**config.mk**
```make
export PLATFORM = sky130hd
export DESIGN_NAME = ulss_pck_store_flat
export DESIGN_NICKNAME = d
export VERILOG_FILES = /design/src/rtl/ulss_pck_store_if.sv /design/src/rtl/ulss_pck_store.sv /design/src/flat_wrapper.sv
export SDC_FILE = /design/constraint.sdc
export NUM_CORES = 2
export LEC_CHECK = 0
export ABC_AREA = 1
export CAP_MARGIN = 10
export CORE_ASPECT_RATIO = 1.5
export CORE_MARGIN = 4
export CORE_UTILIZATION = 60
export DETAILED_ROUTE_END_ITERATION = 10
export PLACE_DENSITY_LB_ADDON = 0.08
export SLEW_MARGIN = 5
export SYNTH_ARGS = -nofsm -noshare
export SYNTH_HDL_FRONTEND = slang
export SYNTH_SLANG_ARGS = --single-unit
```
**constraint.sdc**
```tcl
create_clock -name rate_limiter_16to4_clk -period 5.25 [get_ports rate_limiter_16to4_clk]
set_input_delay 0.525 -clock rate_limiter_16to4_clk [delete_from_list [all_inputs] [get_ports rate_limiter_16to4_clk]]
set_output_delay 0.525 -clock rate_limiter_16to4_clk [all_outputs]
set_load 0.01 [all_outputs]
```
**src/rtl/ulss_pck_store_if.sv**
```systemverilog
// ulss_pck_store_if: stream-in / packet-out bus of the packet store.
//   in_sop/in_eop/in_stream : incoming packet words, delimited by sop/eop
//   pck_rd_en_grnt          : one-cycle grant to read one stored packet
//   pck_str_empty/full      : no complete packet stored / word storage full
//   out_valid/sop/eop/stream: outgoing packet words
// master = packet source and scheduler side, slave = the store.
interface ulss_pck_store_if #(
  parameter int DATA_W = 64
);
  logic              in_sop;
  logic              in_eop;
  logic [DATA_W-1:0] in_stream;
  logic              pck_rd_en_grnt;
  logic              pck_str_empty;
  logic              pck_str_full;
  logic              out_valid;
  logic              out_sop;
  logic              out_eop;
  logic [DATA_W-1:0] out_stream;

  modport master (
    output in_sop, in_eop, in_stream, pck_rd_en_grnt,
    input  pck_str_empty, pck_str_full, out_valid, out_sop, out_eop, out_stream
  );

  modport slave (
    input  in_sop, in_eop, in_stream, pck_rd_en_grnt,
    output pck_str_empty, pck_str_full, out_valid, out_sop, out_eop, out_stream
  );
endinterface

```
**src/rtl/ulss_pck_store.sv**
```systemverilog
// ulss_pck_store: packet store between a 16-to-4 rate limiter input and its
// scheduler. Whole packets are written, committed on eop and read back one
// packet per grant, with a fixed one-cycle grant-to-first-word latency.
// Ports:
//   rate_limiter_16to4_clk    : clock, rising edge
//   rate_limiter_16to4_rstn   : asynchronous active-low reset
//   rate_limiter_16to4_sw_rst : synchronous active-high soft reset
//   bus                       : ulss_pck_store_if slave modport
//   pck_drop_cnt              : saturating dropped-packet counter, present
//                               only when PCK_STORE_DROP_CNT_EN is defined
//
// Write FSM
//   state   | meaning
//   WR_IDLE | between packets, waiting for in_sop
//   WR_PKT  | storing the words of an open packet
//   WR_DROP | packet overflowed, ignoring words until eop or next sop
// Read FSM
//   state   | meaning
//   RD_IDLE | no packet being output, grant may be accepted
//   RD_PKT  | streaming the words of the granted packet
module ulss_pck_store #(
  parameter int DATA_W = 64,
  parameter int DEPTH  = 32
) (
  input  logic              rate_limiter_16to4_clk,
  input  logic              rate_limiter_16to4_rstn,
  input  logic              rate_limiter_16to4_sw_rst,
  ulss_pck_store_if.slave   bus
`ifdef PCK_STORE_DROP_CNT_EN
  ,
  output logic [15:0]       pck_drop_cnt
`endif
);

  localparam int AW = $clog2(DEPTH);
  localparam int CW = AW + 1;

  typedef enum logic [1:0] {WR_IDLE, WR_PKT, WR_DROP} wr_state_e;
  typedef enum logic       {RD_IDLE, RD_PKT}          rd_state_e;

  // Each word keeps its delimiters: {sop, eop, data}
  logic [DATA_W+1:0] mem [DEPTH];

  wr_state_e         wr_state_q, wr_state_d;
  rd_state_e         rd_state_q, rd_state_d;
  logic [AW-1:0]     wr_ptr_q, wr_ptr_d;
  logic [AW-1:0]     start_q, start_d;
  logic [AW-1:0]     rd_ptr_q, rd_ptr_d;
  logic [CW-1:0]     part_len_q, part_len_d;
  logic [CW-1:0]     wcnt_q, wcnt_d;
  logic [CW-1:0]     pkt_cnt_q, pkt_cnt_d;
  logic              empty_q, empty_d;
  logic              full_q, full_d;
  logic              out_valid_q, out_valid_d;
  logic              out_sop_q, out_sop_d;
  logic              out_eop_q, out_eop_d;
  logic [DATA_W-1:0] out_stream_q, out_stream_d;

  logic              full_now;
  logic              mem_we;
  logic [AW-1:0]     wr_addr;
  logic              rewind;
  logic              commit;
  logic              rd_fire;
  logic              rd_eop;
  logic [DATA_W+1:0] rd_word;

  assign full_now = (wcnt_q == CW'(DEPTH));
  assign rd_word  = mem[rd_ptr_q];

  always_comb begin
    wr_state_d = wr_state_q;
    wr_ptr_d   = wr_ptr_q;
    start_d    = start_q;
    part_len_d = part_len_q;
    mem_we     = 1'b0;
    wr_addr    = wr_ptr_q;
    rewind     = 1'b0;
    commit     = 1'b0;

    unique case (wr_state_q)
      WR_IDLE, WR_DROP: begin
        if (bus.in_sop) begin
          if (full_now) begin
            wr_state_d = WR_DROP;
          end else begin
            mem_we   = 1'b1;
            wr_addr  = wr_ptr_q;
            start_d  = wr_ptr_q;
            wr_ptr_d = wr_ptr_q + AW'(1);
            if (bus.in_eop) begin
              commit     = 1'b1;
              part_len_d = '0;
              wr_state_d = WR_IDLE;
            end else begin
              part_len_d = CW'(1);
              wr_state_d = WR_PKT;
            end
          end
        end else if (wr_state_q == WR_DROP && bus.in_eop) begin
          wr_state_d = WR_IDLE;
        end
      end
      WR_PKT: begin
        if (full_now) begin
          // Overflow wins even if a read frees a word this same cycle.
          rewind     = 1'b1;
          wr_ptr_d   = start_q;
          part_len_d = '0;
          wr_state_d = WR_DROP;
        end else if (bus.in_sop) begin
          // Restart: the new packet overwrites the partial from its start.
          rewind   = 1'b1;
          mem_we   = 1'b1;
          wr_addr  = start_q;
          wr_ptr_d = start_q + AW'(1);
          if (bus.in_eop) begin
            commit     = 1'b1;
            part_len_d = '0;
            wr_state_d = WR_IDLE;
          end else begin
            part_len_d = CW'(1);
          end
        end else begin
          mem_we   = 1'b1;
          wr_addr  = wr_ptr_q;
          wr_ptr_d = wr_ptr_q + AW'(1);
          if (bus.in_eop) begin
            commit     = 1'b1;
            part_len_d = '0;
            wr_state_d = WR_IDLE;
          end else begin
            part_len_d = part_len_q + CW'(1);
          end
        end
      end
      default: wr_state_d = WR_IDLE;
    endcase

    // Read side: the word is registered onto out_* at the accepting edge,
    // so the state is already RD_IDLE while the eop word is on the bus.
    rd_fire      = (rd_state_q == RD_PKT) ||
                   (rd_state_q == RD_IDLE && bus.pck_rd_en_grnt && !empty_q);
    rd_eop       = rd_fire && rd_word[DATA_W];
    rd_ptr_d     = rd_fire ? rd_ptr_q + AW'(1) : rd_ptr_q;
    rd_state_d   = rd_fire ? (rd_word[DATA_W] ? RD_IDLE : RD_PKT) : rd_state_q;
    out_valid_d  = rd_fire;
    out_sop_d    = rd_fire && rd_word[DATA_W+1];
    out_eop_d    = rd_eop;
    out_stream_d = rd_fire ? rd_word[DATA_W-1:0] : out_stream_q;

    pkt_cnt_d = pkt_cnt_q + CW'(commit) - CW'(rd_eop);
    wcnt_d    = wcnt_q + CW'(mem_we) - CW'(rd_fire) - (rewind ? part_len_q : '0);
    empty_d   = (pkt_cnt_d == '0);
    full_d    = (wcnt_d == CW'(DEPTH));

    if (rate_limiter_16to4_sw_rst) begin
      wr_state_d   = WR_IDLE;
      rd_state_d   = RD_IDLE;
      wr_ptr_d     = '0;
      start_d      = '0;
      rd_ptr_d     = '0;
      part_len_d   = '0;
      wcnt_d       = '0;
      pkt_cnt_d    = '0;
      empty_d      = 1'b1;
      full_d       = 1'b0;
      out_valid_d  = 1'b0;
      out_sop_d    = 1'b0;
      out_eop_d    = 1'b0;
      out_stream_d = '0;
      mem_we       = 1'b0;
    end
  end

  always_ff @(posedge rate_limiter_16to4_clk) begin
    if (mem_we) mem[wr_addr] <= {bus.in_sop, bus.in_eop, bus.in_stream};
  end

  always_ff @(posedge rate_limiter_16to4_clk or negedge rate_limiter_16to4_rstn) begin
    if (!rate_limiter_16to4_rstn) begin
      wr_state_q   <= WR_IDLE;
      rd_state_q   <= RD_IDLE;
      wr_ptr_q     <= '0;
      start_q      <= '0;
      rd_ptr_q     <= '0;
      part_len_q   <= '0;
      wcnt_q       <= '0;
      pkt_cnt_q    <= '0;
      empty_q      <= 1'b1;
      full_q       <= 1'b0;
      out_valid_q  <= 1'b0;
      out_sop_q    <= 1'b0;
      out_eop_q    <= 1'b0;
      out_stream_q <= '0;
    end else begin
      wr_state_q   <= wr_state_d;
      rd_state_q   <= rd_state_d;
      wr_ptr_q     <= wr_ptr_d;
      start_q      <= start_d;
      rd_ptr_q     <= rd_ptr_d;
      part_len_q   <= part_len_d;
      wcnt_q       <= wcnt_d;
      pkt_cnt_q    <= pkt_cnt_d;
      empty_q      <= empty_d;
      full_q       <= full_d;
      out_valid_q  <= out_valid_d;
      out_sop_q    <= out_sop_d;
      out_eop_q    <= out_eop_d;
      out_stream_q <= out_stream_d;
    end
  end

  assign bus.pck_str_empty = empty_q;
  assign bus.pck_str_full  = full_q;
  assign bus.out_valid     = out_valid_q;
  assign bus.out_sop       = out_sop_q;
  assign bus.out_eop       = out_eop_q;
  assign bus.out_stream    = out_stream_q;

`ifdef PCK_STORE_DROP_CNT_EN
  // One event per lost packet: overflow of an open packet, sop arriving
  // while full, or a restart that discards a partial packet.
  logic        drop_evt;
  logic [15:0] drop_cnt_q, drop_cnt_d;

  assign drop_evt = (wr_state_q == WR_PKT) ? (full_now || bus.in_sop)
                                           : (bus.in_sop && full_now);

  always_comb begin
    drop_cnt_d = drop_cnt_q;
    if (drop_evt && drop_cnt_q != 16'hFFFF) drop_cnt_d = drop_cnt_q + 16'd1;
    if (rate_limiter_16to4_sw_rst) drop_cnt_d = '0;
  end

  always_ff @(posedge rate_limiter_16to4_clk or negedge rate_limiter_16to4_rstn) begin
    if (!rate_limiter_16to4_rstn) drop_cnt_q <= '0;
    else                          drop_cnt_q <= drop_cnt_d;
  end

  assign pck_drop_cnt = drop_cnt_q;
`endif

endmodule

```
**src/flat_wrapper.sv**
```systemverilog
// flat-port wrapper written by rule: the top's interface ports become plain ports
module ulss_pck_store_flat 
#(
  parameter int DATA_W = 64,
  parameter int DEPTH  = 32
)
  (rate_limiter_16to4_clk, rate_limiter_16to4_rstn, rate_limiter_16to4_sw_rst, bus_in_sop, bus_in_eop, bus_in_stream, bus_pck_rd_en_grnt, bus_pck_str_empty, bus_pck_str_full, bus_out_valid, bus_out_sop, bus_out_eop, bus_out_stream);
  ulss_pck_store_if #(.DATA_W(DATA_W)) bus_i ();
  input  logic rate_limiter_16to4_clk;
  input  logic rate_limiter_16to4_rstn;
  input  logic rate_limiter_16to4_sw_rst;
  input wire logic [$bits(bus_i.in_sop)-1:0] bus_in_sop;
  input wire logic [$bits(bus_i.in_eop)-1:0] bus_in_eop;
  input wire logic [$bits(bus_i.in_stream)-1:0] bus_in_stream;
  input wire logic [$bits(bus_i.pck_rd_en_grnt)-1:0] bus_pck_rd_en_grnt;
  output wire logic [$bits(bus_i.pck_str_empty)-1:0] bus_pck_str_empty;
  output wire logic [$bits(bus_i.pck_str_full)-1:0] bus_pck_str_full;
  output wire logic [$bits(bus_i.out_valid)-1:0] bus_out_valid;
  output wire logic [$bits(bus_i.out_sop)-1:0] bus_out_sop;
  output wire logic [$bits(bus_i.out_eop)-1:0] bus_out_eop;
  output wire logic [$bits(bus_i.out_stream)-1:0] bus_out_stream;
  assign bus_i.in_sop = bus_in_sop;
  assign bus_i.in_eop = bus_in_eop;
  assign bus_i.in_stream = bus_in_stream;
  assign bus_i.pck_rd_en_grnt = bus_pck_rd_en_grnt;
  assign bus_pck_str_empty = bus_i.pck_str_empty;
  assign bus_pck_str_full = bus_i.pck_str_full;
  assign bus_out_valid = bus_i.out_valid;
  assign bus_out_sop = bus_i.out_sop;
  assign bus_out_eop = bus_i.out_eop;
  assign bus_out_stream = bus_i.out_stream;
  ulss_pck_store #(.DATA_W(DATA_W), .DEPTH(DEPTH)) u_core (.rate_limiter_16to4_clk(rate_limiter_16to4_clk), .rate_limiter_16to4_rstn(rate_limiter_16to4_rstn), .rate_limiter_16to4_sw_rst(rate_limiter_16to4_sw_rst), .bus(bus_i));
endmodule
```
==> qor.txt <==
Post-DP HPWL: 123.8 mm
Yosys cell types: 36
Setup TNS: 0 ns
Post-synthesis mux area share: 0
Finished Layout Cells: 10.81k
Post-route ant nets: 0
GR Util All Layers: 0.3062
Vias in the first global route: 60.55k
Post-synthesis simple-gate area fraction: 0.2020
Weighted congestion at the end of routability-driven global placement: 0.8533
# IOs: 139
FMAX: 0.2493 GHz
Top cell type's share of synthesized area: 0.6861
CP endpoint kind: register
Tmin final: 4.011 ns
Root Driver: clkbuf_16
Routed WL: 246.8 mm
Clock Skew: 0.02897 ns
Num CTS Buffers: 198
Top cell types by occurrence after synthesis: 2842 x nand2_1, 2112 x edfxtp_1, 934 x nand3_1
Site row count: 176
Critical path class: register to register
Die ar.: 160500 sq um
Post-layout power: 42450 uW
Period utilisation layout: 0.7640
Syn Area/Cell: 10.79 sq um
Compound-cell area share of the yosys netlist: 0.02573
Max-cap violations: 0
Antenna violations before repair: 10
H-tree depth: 4
Buffer depth of the longest clock path: 3
Main combinational cell family by area after synthesis: simple AND/OR/NAND/NOR gates
Port bufs: 138
Status: finished clean
Slowest-stage cell, CP: dfrtp_4
Slew HR: 0.1188
Initial Utilization: 0.6031
Post-Synthesis Cells: 8568
Total iterations of the first detailed-routing run: 8
Dpl ws: 0.8113 ns
Most used DFF post-synth: edfxtp_1
Worst Path Required: 6.01 ns
TritonCTS clock tree: yes
Most common cell in the netlist: nand2_1
Share of cells above drive strength 1: 0.05388
Hold Path Class: input pin to register
Hold slack: 0.2522 ns
Post-synth EDFFs: 2112
Adder-cell share of the synthesized area: 0.003574
Synth Area in XOR/XNOR: 0.001137
Core Region: 153300 sq um
Critical-path cell list: nand2_2, inv_6, nand3_1, nand2_1, nor2_1, nand2_1, nand2_1, nor2_1, ha_1, inv_1, ha_1, inv_1, fa_1, o21ai_0, or2_2, nand3_1, nand3b_1, nor2_1
YS warnings: 0
Die Width: 328.5 um
Final max-slew violation count: 0
DRC: 0
Final WS setup: 1.239 ns
Leakage: 0.04027 uW
Peak supply drop: 472.5 uV
Chip Height: 488.7 um
Fraction of registers with async set/reset: 0.04736
Clk Latency, worst-skew pair: 0.85 ns
RSZ-0062 raised after global routing: false
Top post-synthesis cells by area: edfxtp_1 69%, nand2_1 12%, nand3_1 5.1%, nor2_1 3.5%, inv_1 3.0%
Post-CTS Setup Inserts: 0
Largest net degree at the start of global routing: 229
Num Clock Sinks: 2217
Area delta synth->final: 11.16%
First-pass GRT wire length: 367.0 mm
CTS clk-pin slew, worst paths: 0.06 ns
Largest area contributor in the netlist: edfxtp_1
Final hold violations: 0
CP max stage delay: 0.91 ns
Yosys reg bits: 2217
Initial drt markers: 6727
Worst-Margin Slew: 1.322 ns
DR WL/cell: 22.82 um
Post-CTS sizing: 0
Final net count: 8687
Synth Net Count: 8662
Gr ovfl total: 0
Pwr per Cell Area: 413.1 nW/um^2
Placed Cells: 10.43k
Crit path arrival time: 4.77 ns
CP Launch Type: register
Vias per std cell: 5.746
Sequential fraction of the synthesis area: 0.7146
Mapped Area: 92430 sq um
Setup Viol. Count Final: 0
Critical-path maximum fanout: 62
DR vias: 62.14k
[cells in the final DEF, fill, tap and decap left out, types with 42 or more instances in the layout]
| cell type | count |
|---|---|
| clkbuf_1 | 56 |
| nand3_1 | 934 |
| clkbuf_16 | 203 |
| nor2_1 | 818 |
| buf_12 | 42 |
| clkdlybuf4s50_1 | 136 |
| buf_4 | 92 |
| o21ai_0 | 303 |
| edfxtp_1 | 2112 |
| inv_1 | 734 |
| a21oi_1 | 146 |
| nand2_1 | 2841 |
| dfrtp_1 | 100 |
[critical path: cells and delay by family (launching register included)]
family,cells,cell delay (ns)
and+or+nand+nor,11,1.19
DFF,1,0.91
adders and majority gates,3,0.81
buffers and inverters,3,0.78
AOI/OAI and AO/OA,1,0.22
[per-layer routing]
metal  vias to the layer above  part of all wire  track usage  wire length [um]
met5                         -           0.00013            0                33
met4                         4             0.037       0.1146              9092
met3                       510             0.075      0.04407             18440
met2                      2679              0.50       0.5299            124600
met1                     30498              0.38       0.3957             94670
li1                      28444                 -            -                 -
[what timing repair did]
item | CTS | global route
hold endpoints to repair | 69 | 0
hold buffers | 1 | 0
setup endpoints to repair | 0 | 0
[path summary, 6_finish.rpt]
kind / start / to / slack (ns) / depth (start not counted)
worst min register to register: u_core.bus.out_stream[42] / u_core.bus.out_stream[42] / 0.48 / 2
worst min-delay path: bus_in_stream[46] / u_core.mem[17][46] / 0.25 / 1
worst max register to register: u_core.rd_ptr_q[2] / u_core.bus.pck_str_empty / 1.24 / 18
min in group asynchronous: rate_limiter_16to4_rstn / u_core.bus.out_stream[24] / 0.28 / 2
max in group asynchronous: rate_limiter_16to4_rstn / u_core.bus.out_stream[51] / 3.67 / 3
worst max-delay path: u_core.rd_ptr_q[2] / u_core.bus.pck_str_empty / 1.24 / 18
[where the power goes]
part           internal, uW  switching, uW  total (uW)
logic                  2290           5470        7770
registers             19900            241       20100
clock network          8270           6320       14600
total                 30400          12000       42400
[kinds of logic after synthesis]
group           Yosys count
compound gates          469
buf+inv                1197
xor+xnor                 12
fa+ha+maj                24
flops                  2217
simple gates           4649
[layout make-up]
type	count	area, sq um
diodes	6	15.01
multi-input cells	5154	21750
clock buffers	273	5483
fillers	11451	50520
clock inverters	95	999.7
flip-flops and latches	2217	66060
inverters	741	2828
well taps	2047	2561
repair buffers	281	3048
[flip-flops by register name, summed over array words and instances (netlist names), 2 cells and up]
register,cells
u_core.bus.out_stream,64
u_core.mem,2112
u_core.part_len_q,6
u_core.pkt_cnt_q,6
u_core.rd_ptr_q,5
u_core.start_q,5
u_core.wcnt_q,6
u_core.wr_ptr_q,5
u_core.wr_state_q,2
[metrics by stage]
stage | util | instance area (sq um)
after floorplan | - | 92430
after global placement | 0.6271 | 96110
after detailed placement | 0.6271 | 96110
after CTS | 0.6695 | 102600
after global routing | 0.6703 | 102700
final | 0.6704 | 102700
No activity file was read; power rests on OpenSTA's default activity.
